**config.mk**
```make
export PLATFORM = sky130hd
export DESIGN_NAME = prbs_pattern_gen_flat
export DESIGN_NICKNAME = d
export VERILOG_FILES = /design/src/rtl/prbs_pattern_gen_if.sv /design/src/rtl/prbs_pattern_gen.sv /design/src/flat_wrapper.sv
export SDC_FILE = /design/constraint.sdc
export NUM_CORES = 1
export LEC_CHECK = 0
export CELL_PAD_IN_SITES_DETAIL_PLACEMENT = 0
export CELL_PAD_IN_SITES_GLOBAL_PLACEMENT = 2
export CORE_AREA = 2 2 130 132
export DETAILED_ROUTE_END_ITERATION = 12
export DIE_AREA = 0 0 132 134
export PLACE_DENSITY = 0.76
export SYNTH_ARGS = -nofsm -noshare
export SYNTH_HDL_FRONTEND = slang
export SYNTH_SLANG_ARGS = --single-unit
```
**constraint.sdc**
```tcl
create_clock -name clk -period 5.85 [get_ports clk]
set_clock_uncertainty 0.05 [all_clocks]
set_input_delay 1.755 -clock clk [delete_from_list [all_inputs] [get_ports clk]]
set_output_delay 1.755 -clock clk [all_outputs]
set_load 0.05 [all_outputs]
```
**src/rtl/prbs_pattern_gen_if.sv**
```systemverilog
// Stream and control bundle for prbs_pattern_gen: configuration/load inputs,
// valid/ready pattern stream and busy/done status.
interface prbs_pattern_gen_if #(
    parameter int DATA_W = 8,
    parameter int CNT_W  = 8
);
    logic              start;
    logic [DATA_W-1:0] pattern_in;
    logic              pattern_valid;
    logic [CNT_W-1:0]  n_repeats;
    logic [1:0]        prbs_sel;
    logic [CNT_W-1:0]  prbs_len;
    logic [DATA_W-1:0] out_data;
    logic              out_valid;
    logic              out_ready;
    logic              out_is_prbs;
    logic              busy;
    logic              done;

    modport master (
        input  start, pattern_in, pattern_valid, n_repeats, prbs_sel, prbs_len, out_ready,
        output out_data, out_valid, out_is_prbs, busy, done
    );

    modport slave (
        output start, pattern_in, pattern_valid, n_repeats, prbs_sel, prbs_len, out_ready,
        input  out_data, out_valid, out_is_prbs, busy, done
    );
endinterface

```
**src/rtl/prbs_pattern_gen.sv**
```systemverilog
// Test-pattern source: loads a user pattern, replays it n_repeats times, then
// emits prbs_len beats of PRBS7/15/23/31 on a valid/ready stream.
module prbs_pattern_gen #(
    parameter int DATA_W    = 8,
    parameter int PAT_BYTES = 4,
    parameter int CNT_W     = 8
) (
    input  logic                 clk,
    input  logic                 rst_n,
    prbs_pattern_gen_if.master   bus
);

    localparam int IDX_W = (PAT_BYTES > 1) ? $clog2(PAT_BYTES) : 1;
    localparam logic [IDX_W-1:0] IDX_LAST = IDX_W'(PAT_BYTES - 1);

    typedef enum logic [2:0] {
        S_IDLE,
        S_LOAD,
        S_REPEAT,
        S_PRBS,
        S_DONE
    } state_t;

    state_t            state_q, state_d;
    logic [CNT_W-1:0]  n_rep_q, n_rep_d;
    logic [CNT_W-1:0]  len_q, len_d;
    logic [CNT_W-1:0]  rep_q, rep_d;
    logic [CNT_W-1:0]  prbs_cnt_q, prbs_cnt_d;
    logic [1:0]        sel_q, sel_d;
    logic [IDX_W-1:0]  idx_q, idx_d;
    logic [DATA_W-1:0] slot_q [PAT_BYTES];
    logic [DATA_W-1:0] slot_d [PAT_BYTES];
    logic [DATA_W-1:0] out_data_q, out_data_d;
    logic [30:0]       lfsr_q, lfsr_d;
    logic [30:0]       lfsr_nxt;
    logic [DATA_W-1:0] prbs_beat;
    logic              xfer;

    // DATA_W serial Fibonacci steps unrolled; first generated bit lands in the MSB.
    function automatic logic [31+DATA_W-1:0] lfsr_beat(input logic [30:0] s_in,
                                                       input logic [1:0]  sel);
        logic [30:0]       s;
        logic [30:0]       mask;
        logic [4:0]        n_m1;
        logic [4:0]        t_m1;
        logic [DATA_W-1:0] d;
        logic              fb;
        s = s_in;
        d = '0;
        case (sel)
            2'b00:   begin n_m1 = 5'd6;  t_m1 = 5'd5;  mask = 31'h0000_007F; end
            2'b01:   begin n_m1 = 5'd14; t_m1 = 5'd13; mask = 31'h0000_7FFF; end
            2'b10:   begin n_m1 = 5'd22; t_m1 = 5'd17; mask = 31'h007F_FFFF; end
            default: begin n_m1 = 5'd30; t_m1 = 5'd27; mask = 31'h7FFF_FFFF; end
        endcase
        for (int i = 0; i < DATA_W; i++) begin
            fb = s[n_m1] ^ s[t_m1];
            d[DATA_W-1-i] = fb;
            s = {s[29:0], fb} & mask;
        end
        return {s, d};
    endfunction

    assign {lfsr_nxt, prbs_beat} = lfsr_beat(lfsr_q, sel_q);
    assign xfer = ((state_q == S_REPEAT) || (state_q == S_PRBS)) && bus.out_ready;

    always_comb begin
        state_d    = state_q;
        n_rep_d    = n_rep_q;
        len_d      = len_q;
        sel_d      = sel_q;
        rep_d      = rep_q;
        prbs_cnt_d = prbs_cnt_q;
        idx_d      = idx_q;
        slot_d     = slot_q;
        out_data_d = out_data_q;
        lfsr_d     = lfsr_q;

        case (state_q)
            S_IDLE: begin
                if (bus.start) begin
                    n_rep_d    = bus.n_repeats;
                    len_d      = bus.prbs_len;
                    sel_d      = bus.prbs_sel;
                    lfsr_d     = '1;
                    idx_d      = '0;
                    rep_d      = '0;
                    prbs_cnt_d = '0;
                    state_d    = S_LOAD;
                end
            end

            S_LOAD: begin
                if (bus.pattern_valid) begin
                    slot_d[idx_q] = bus.pattern_in;
                    if (idx_q == IDX_LAST) begin
                        idx_d = '0;
                        // slot_d[0] covers PAT_BYTES==1, where slot 0 is written this cycle.
                        if (n_rep_q != '0) begin
                            out_data_d = slot_d[0];
                            state_d    = S_REPEAT;
                        end else if (len_q != '0) begin
                            out_data_d = prbs_beat;
                            lfsr_d     = lfsr_nxt;
                            state_d    = S_PRBS;
                        end else begin
                            state_d = S_DONE;
                        end
                    end else begin
                        idx_d = idx_q + IDX_W'(1);
                    end
                end
            end

            S_REPEAT: begin
                if (xfer) begin
                    if (idx_q == IDX_LAST) begin
                        idx_d = '0;
                        rep_d = rep_q + CNT_W'(1);
                    end else begin
                        idx_d = idx_q + IDX_W'(1);
                    end
                    if ((idx_q == IDX_LAST) && (rep_q == n_rep_q - CNT_W'(1))) begin
                        // Preload the first PRBS beat so the switch has no bubble.
                        if (len_q != '0) begin
                            out_data_d = prbs_beat;
                            lfsr_d     = lfsr_nxt;
                            state_d    = S_PRBS;
                        end else begin
                            state_d = S_DONE;
                        end
                    end else begin
                        out_data_d = slot_q[idx_d];
                    end
                end
            end

            S_PRBS: begin
                if (xfer) begin
                    prbs_cnt_d = prbs_cnt_q + CNT_W'(1);
                    if (prbs_cnt_q == len_q - CNT_W'(1)) begin
                        state_d = S_DONE;
                    end else begin
                        out_data_d = prbs_beat;
                        lfsr_d     = lfsr_nxt;
                    end
                end
            end

            S_DONE: begin
                state_d = S_IDLE;
            end

            default: begin
                state_d = S_IDLE;
            end
        endcase
    end

    always_ff @(posedge clk or negedge rst_n) begin
        if (!rst_n) begin
            state_q    <= S_IDLE;
            n_rep_q    <= '0;
            len_q      <= '0;
            sel_q      <= '0;
            rep_q      <= '0;
            prbs_cnt_q <= '0;
            idx_q      <= '0;
            out_data_q <= '0;
            lfsr_q     <= '1;
            for (int i = 0; i < PAT_BYTES; i++) begin
                slot_q[i] <= '0;
            end
        end else begin
            state_q    <= state_d;
            n_rep_q    <= n_rep_d;
            len_q      <= len_d;
            sel_q      <= sel_d;
            rep_q      <= rep_d;
            prbs_cnt_q <= prbs_cnt_d;
            idx_q      <= idx_d;
            out_data_q <= out_data_d;
            lfsr_q     <= lfsr_d;
            for (int i = 0; i < PAT_BYTES; i++) begin
                slot_q[i] <= slot_d[i];
            end
        end
    end

    assign bus.out_data    = out_data_q;
    assign bus.out_valid   = (state_q == S_REPEAT) || (state_q == S_PRBS);
    assign bus.out_is_prbs = (state_q == S_PRBS);
    assign bus.busy        = (state_q != S_IDLE);
    assign bus.done        = (state_q == S_DONE);

endmodule
```
**src/flat_wrapper.sv**
```systemverilog
// flat-port wrapper written by rule: the top's interface ports become plain ports
module prbs_pattern_gen_flat 
#(
    parameter int DATA_W    = 8,
    parameter int PAT_BYTES = 4,
    parameter int CNT_W     = 8
)
  (clk, rst_n, bus_start, bus_pattern_in, bus_pattern_valid, bus_n_repeats, bus_prbs_sel, bus_prbs_len, bus_out_ready, bus_out_data, bus_out_valid, bus_out_is_prbs, bus_busy, bus_done);
  prbs_pattern_gen_if #(.DATA_W(DATA_W), .CNT_W(CNT_W)) bus_i ();
  input  logic clk;
  input  logic rst_n;
  input wire logic [$bits(bus_i.start)-1:0] bus_start;
  input wire logic [$bits(bus_i.pattern_in)-1:0] bus_pattern_in;
  input wire logic [$bits(bus_i.pattern_valid)-1:0] bus_pattern_valid;
  input wire logic [$bits(bus_i.n_repeats)-1:0] bus_n_repeats;
  input wire logic [$bits(bus_i.prbs_sel)-1:0] bus_prbs_sel;
  input wire logic [$bits(bus_i.prbs_len)-1:0] bus_prbs_len;
  input wire logic [$bits(bus_i.out_ready)-1:0] bus_out_ready;
  output wire logic [$bits(bus_i.out_data)-1:0] bus_out_data;
  output wire logic [$bits(bus_i.out_valid)-1:0] bus_out_valid;
  output wire logic [$bits(bus_i.out_is_prbs)-1:0] bus_out_is_prbs;
  output wire logic [$bits(bus_i.busy)-1:0] bus_busy;
  output wire logic [$bits(bus_i.done)-1:0] bus_done;
  assign bus_i.start = bus_start;
  assign bus_i.pattern_in = bus_pattern_in;
  assign bus_i.pattern_valid = bus_pattern_valid;
  assign bus_i.n_repeats = bus_n_repeats;
  assign bus_i.prbs_sel = bus_prbs_sel;
  assign bus_i.prbs_len = bus_prbs_len;
  assign bus_i.out_ready = bus_out_ready;
  assign bus_out_data = bus_i.out_data;
  assign bus_out_valid = bus_i.out_valid;
  assign bus_out_is_prbs = bus_i.out_is_prbs;
  assign bus_busy = bus_i.busy;
  assign bus_done = bus_i.done;
  prbs_pattern_gen #(.DATA_W(DATA_W), .PAT_BYTES(PAT_BYTES), .CNT_W(CNT_W)) u_core (.clk(clk), .rst_n(rst_n), .bus(bus_i));
endmodule
```
==> results.toml <==
[sta]
slew_headroom_pct = 51.5
worst_pin_slew_ns = 0.728
fin_tns_setup_ns = 0
hold_viol_final = 0
drv_slew = 0
grt_setup_unrepaired = "no"
max_freq_mhz = 220
timing.final.crit_share_pct = 77.7
layout_setup_ws_ns = 1.30
setup_violations = 0
period_needed_ns = 4.55

[grt]
grt_overflow = 0
grt_usage_pct = 17.8
grt_first_pass_wirelength_um = 25000
grt_pass1_vias = 4625
grt_max_degree = 43
antenna_found_initial = 0

[logic_synthesis]
synth-edff-count = 0
syn-num-nets = 620
syn-cell-area_um2 = 6380
yosysMostFrequentCell = "mux2_2"
synth_area_leaders = "dfrtp_1, mux2_2, dfstp_2"
yosys_most_used_dff = "dfrtp_1"
async_reset_ff_share_pct = 100
yosysWarnings = 0
synthDistinctLibCells = 57
ys_seq_elements = 110
ys_top_cells_by_count = "mux2_2, dfrtp_1, nand2_1, nor2_1, dfstp_2"
synth_top_area_share_pct = 31.0
syn_area_per_cell_um2 = 11.0
synthCells = 580
ys_seq_area_share_pct = 43.7
synth_area_leader_cell = "dfrtp_1"

[clock_network]
cts.sinks = 110
postCtsHoldBufs = 0
cts_buffer_depth = 2
h-tree-depth = 3
numCtsBuffers = 9
root_buffer = "clkbuf_16"
postCtsSetupRepairBufs = 0
clock_latency_ns = 0.36
tritoncts = "done"
cts.clk_slew.worst_paths_ns = 0.08
postCtsResizedCells = 0

[placed_design]
port_buffers = 42
hpwl_um = 10400
dpl_worst_slack_ns = 1.73
place.gp.congestion = 0.842

[worst_setup_path]
crit_type = "flop to output port"
path_max_fanout = 14
start_kind = "flop"
r2r_setup_slack_ns = 2.55
cp_data_arrival_time_ns = 2.74
critPathCaptureType = "output port"
crit_required_ns = 4.05

[run]
maxCapViolations = 0

[drt]
wl_per_cell_um = 17.9
vias = 4502
via_per_inst = 5.40
drc = 0
dr.pass1.iters = 5
antenna_left = 0
drtIter0Drc = 219
postRouteWirelength_um = 14900

[finish]
drive_gt1_share_pct = 27.7
nets = 649
multiInputGateArea_um2 = 3400
area_growth_pct = 14.4
diodes = 0
fillCellCount = 1524
ff_latch_area_um2 = 2790

[outcome]
status = "finished, final reports clean"

[power_and_ir_drop]
p_leak_nw = 3.03
power_density_nw_per_um2 = 616
ir_drop_uv = 284

[floorplan]
core_um2 = 16300
fp.dieH_um = 134
ios = 43
rows = 47
die_x_um = 132
start_util_pct = 39.2
dieArea_um2 = 17700

[hold_path]
holdCritPathClass = "flop to flop"
==> per-stage QoR <==
step | hold WS [ns] | util, % | total power [mW] | instance area [um^2] | std cells
after floorplan | 0.424 | - | 3.32 | 6380 | 580
after detailed placement | 0.442 | 42.9 | 3.90 | 6990 | 818
final | 0.457 | 44.8 | 4.49 | 7300 | 834
after global placement | 0.431 | 42.9 | 3.85 | 6990 | 818
after CTS | 0.462 | 44.8 | 4.55 | 7300 | 834
after global routing | 0.474 | 44.8 | 4.86 | 7300 | 834
==> flip-flops by register name, indices dropped and copies added (netlist names) <==
signal and cells:
u_core.slot_q 32, u_core.len_q 8, u_core.prbs_cnt_q 8, u_core.n_rep_q 8
u_core.idx_q 2, u_core.lfsr_q 31, u_core.rep_q 8, u_core.bus.out_data 8
u_core.sel_q 2, u_core.state_q 3
==> cell type report <==
cell class,count,share of cell area (%)
Tap cell,220,3.77
Timing Repair Buffer,51,6.65
Inverter,12,0.617
Clock inverter,7,1.08
Sequential cell,110,38.2
Multi-Input combinational cell,425,46.5
Clock buffer,9,3.09
==> critical path, cell delays in order (launching register included) <==
cell	delay [ns]
dfrtp_1	0.60
nor2b_1	0.48
nand2_1	0.24
inv_1	0.21
clkdlybuf4s50_1	0.85
==> kinds of logic after synthesis <==
logic type                 Yosys count  synth area share [%]
AOI/OAI and AO/OA                   80                  9.23
and+or+nand+nor                    181                  13.2
muxes                              111                  23.0
DFF                                110                  43.7
xor gates and xnor gates            44                  6.04
adders and majority gates            9                  1.76
buffers and inverters               45                  3.08
==> power by group <==
part	internal, mW	switching, mW	leakage (nW)	total, mW
sequential	1.18	0.353	1.32	1.53
combinational	1.16	1.18	1.56	2.34
clock	0.304	0.319	0.148	0.623
==> layer usage <==
metal  vias up  wire, um  track usage, %
li1       2139         -               -
met1      2258      7030            24.9
met2        85      7010            27.8
met3        20       582            4.23
met4         0       271            5.01
met5         -         0               0
==> layout by cell type, fill, tap and decap left out, types with 8 or more instances in the layout <==
master	instances
a21oi_1	14
and3_1	8
buf_4	10
clkbuf_16	9
clkdlybuf4s50_1	41
dfrtp_1	79
dfstp_2	31
ha_1	9
inv_1	12
mux2_2	83
mux4_2	20
nand2_1	75
nand3_1	19
nor2_1	41
nor3_1	8
o21ai_0	21
xnor2_1	24
xor2_1	20
==> path summary, 6_finish.rpt <==
check,start,cells past startpoint,to
max reg2reg,u_core.len_q[0],10,u_core.lfsr_q[9]
min in group asynchronous,rst_n,1,u_core.idx_q[0]
min,u_core.slot_q[5],1,u_core.slot_q[5]
min reg2reg,u_core.slot_q[5],1,u_core.slot_q[5]
max,u_core.state_q[1],4,bus_out_is_prbs
max in group asynchronous,rst_n,2,u_core.lfsr_q[7]
No activity file was read; power rests on OpenSTA's default activity.
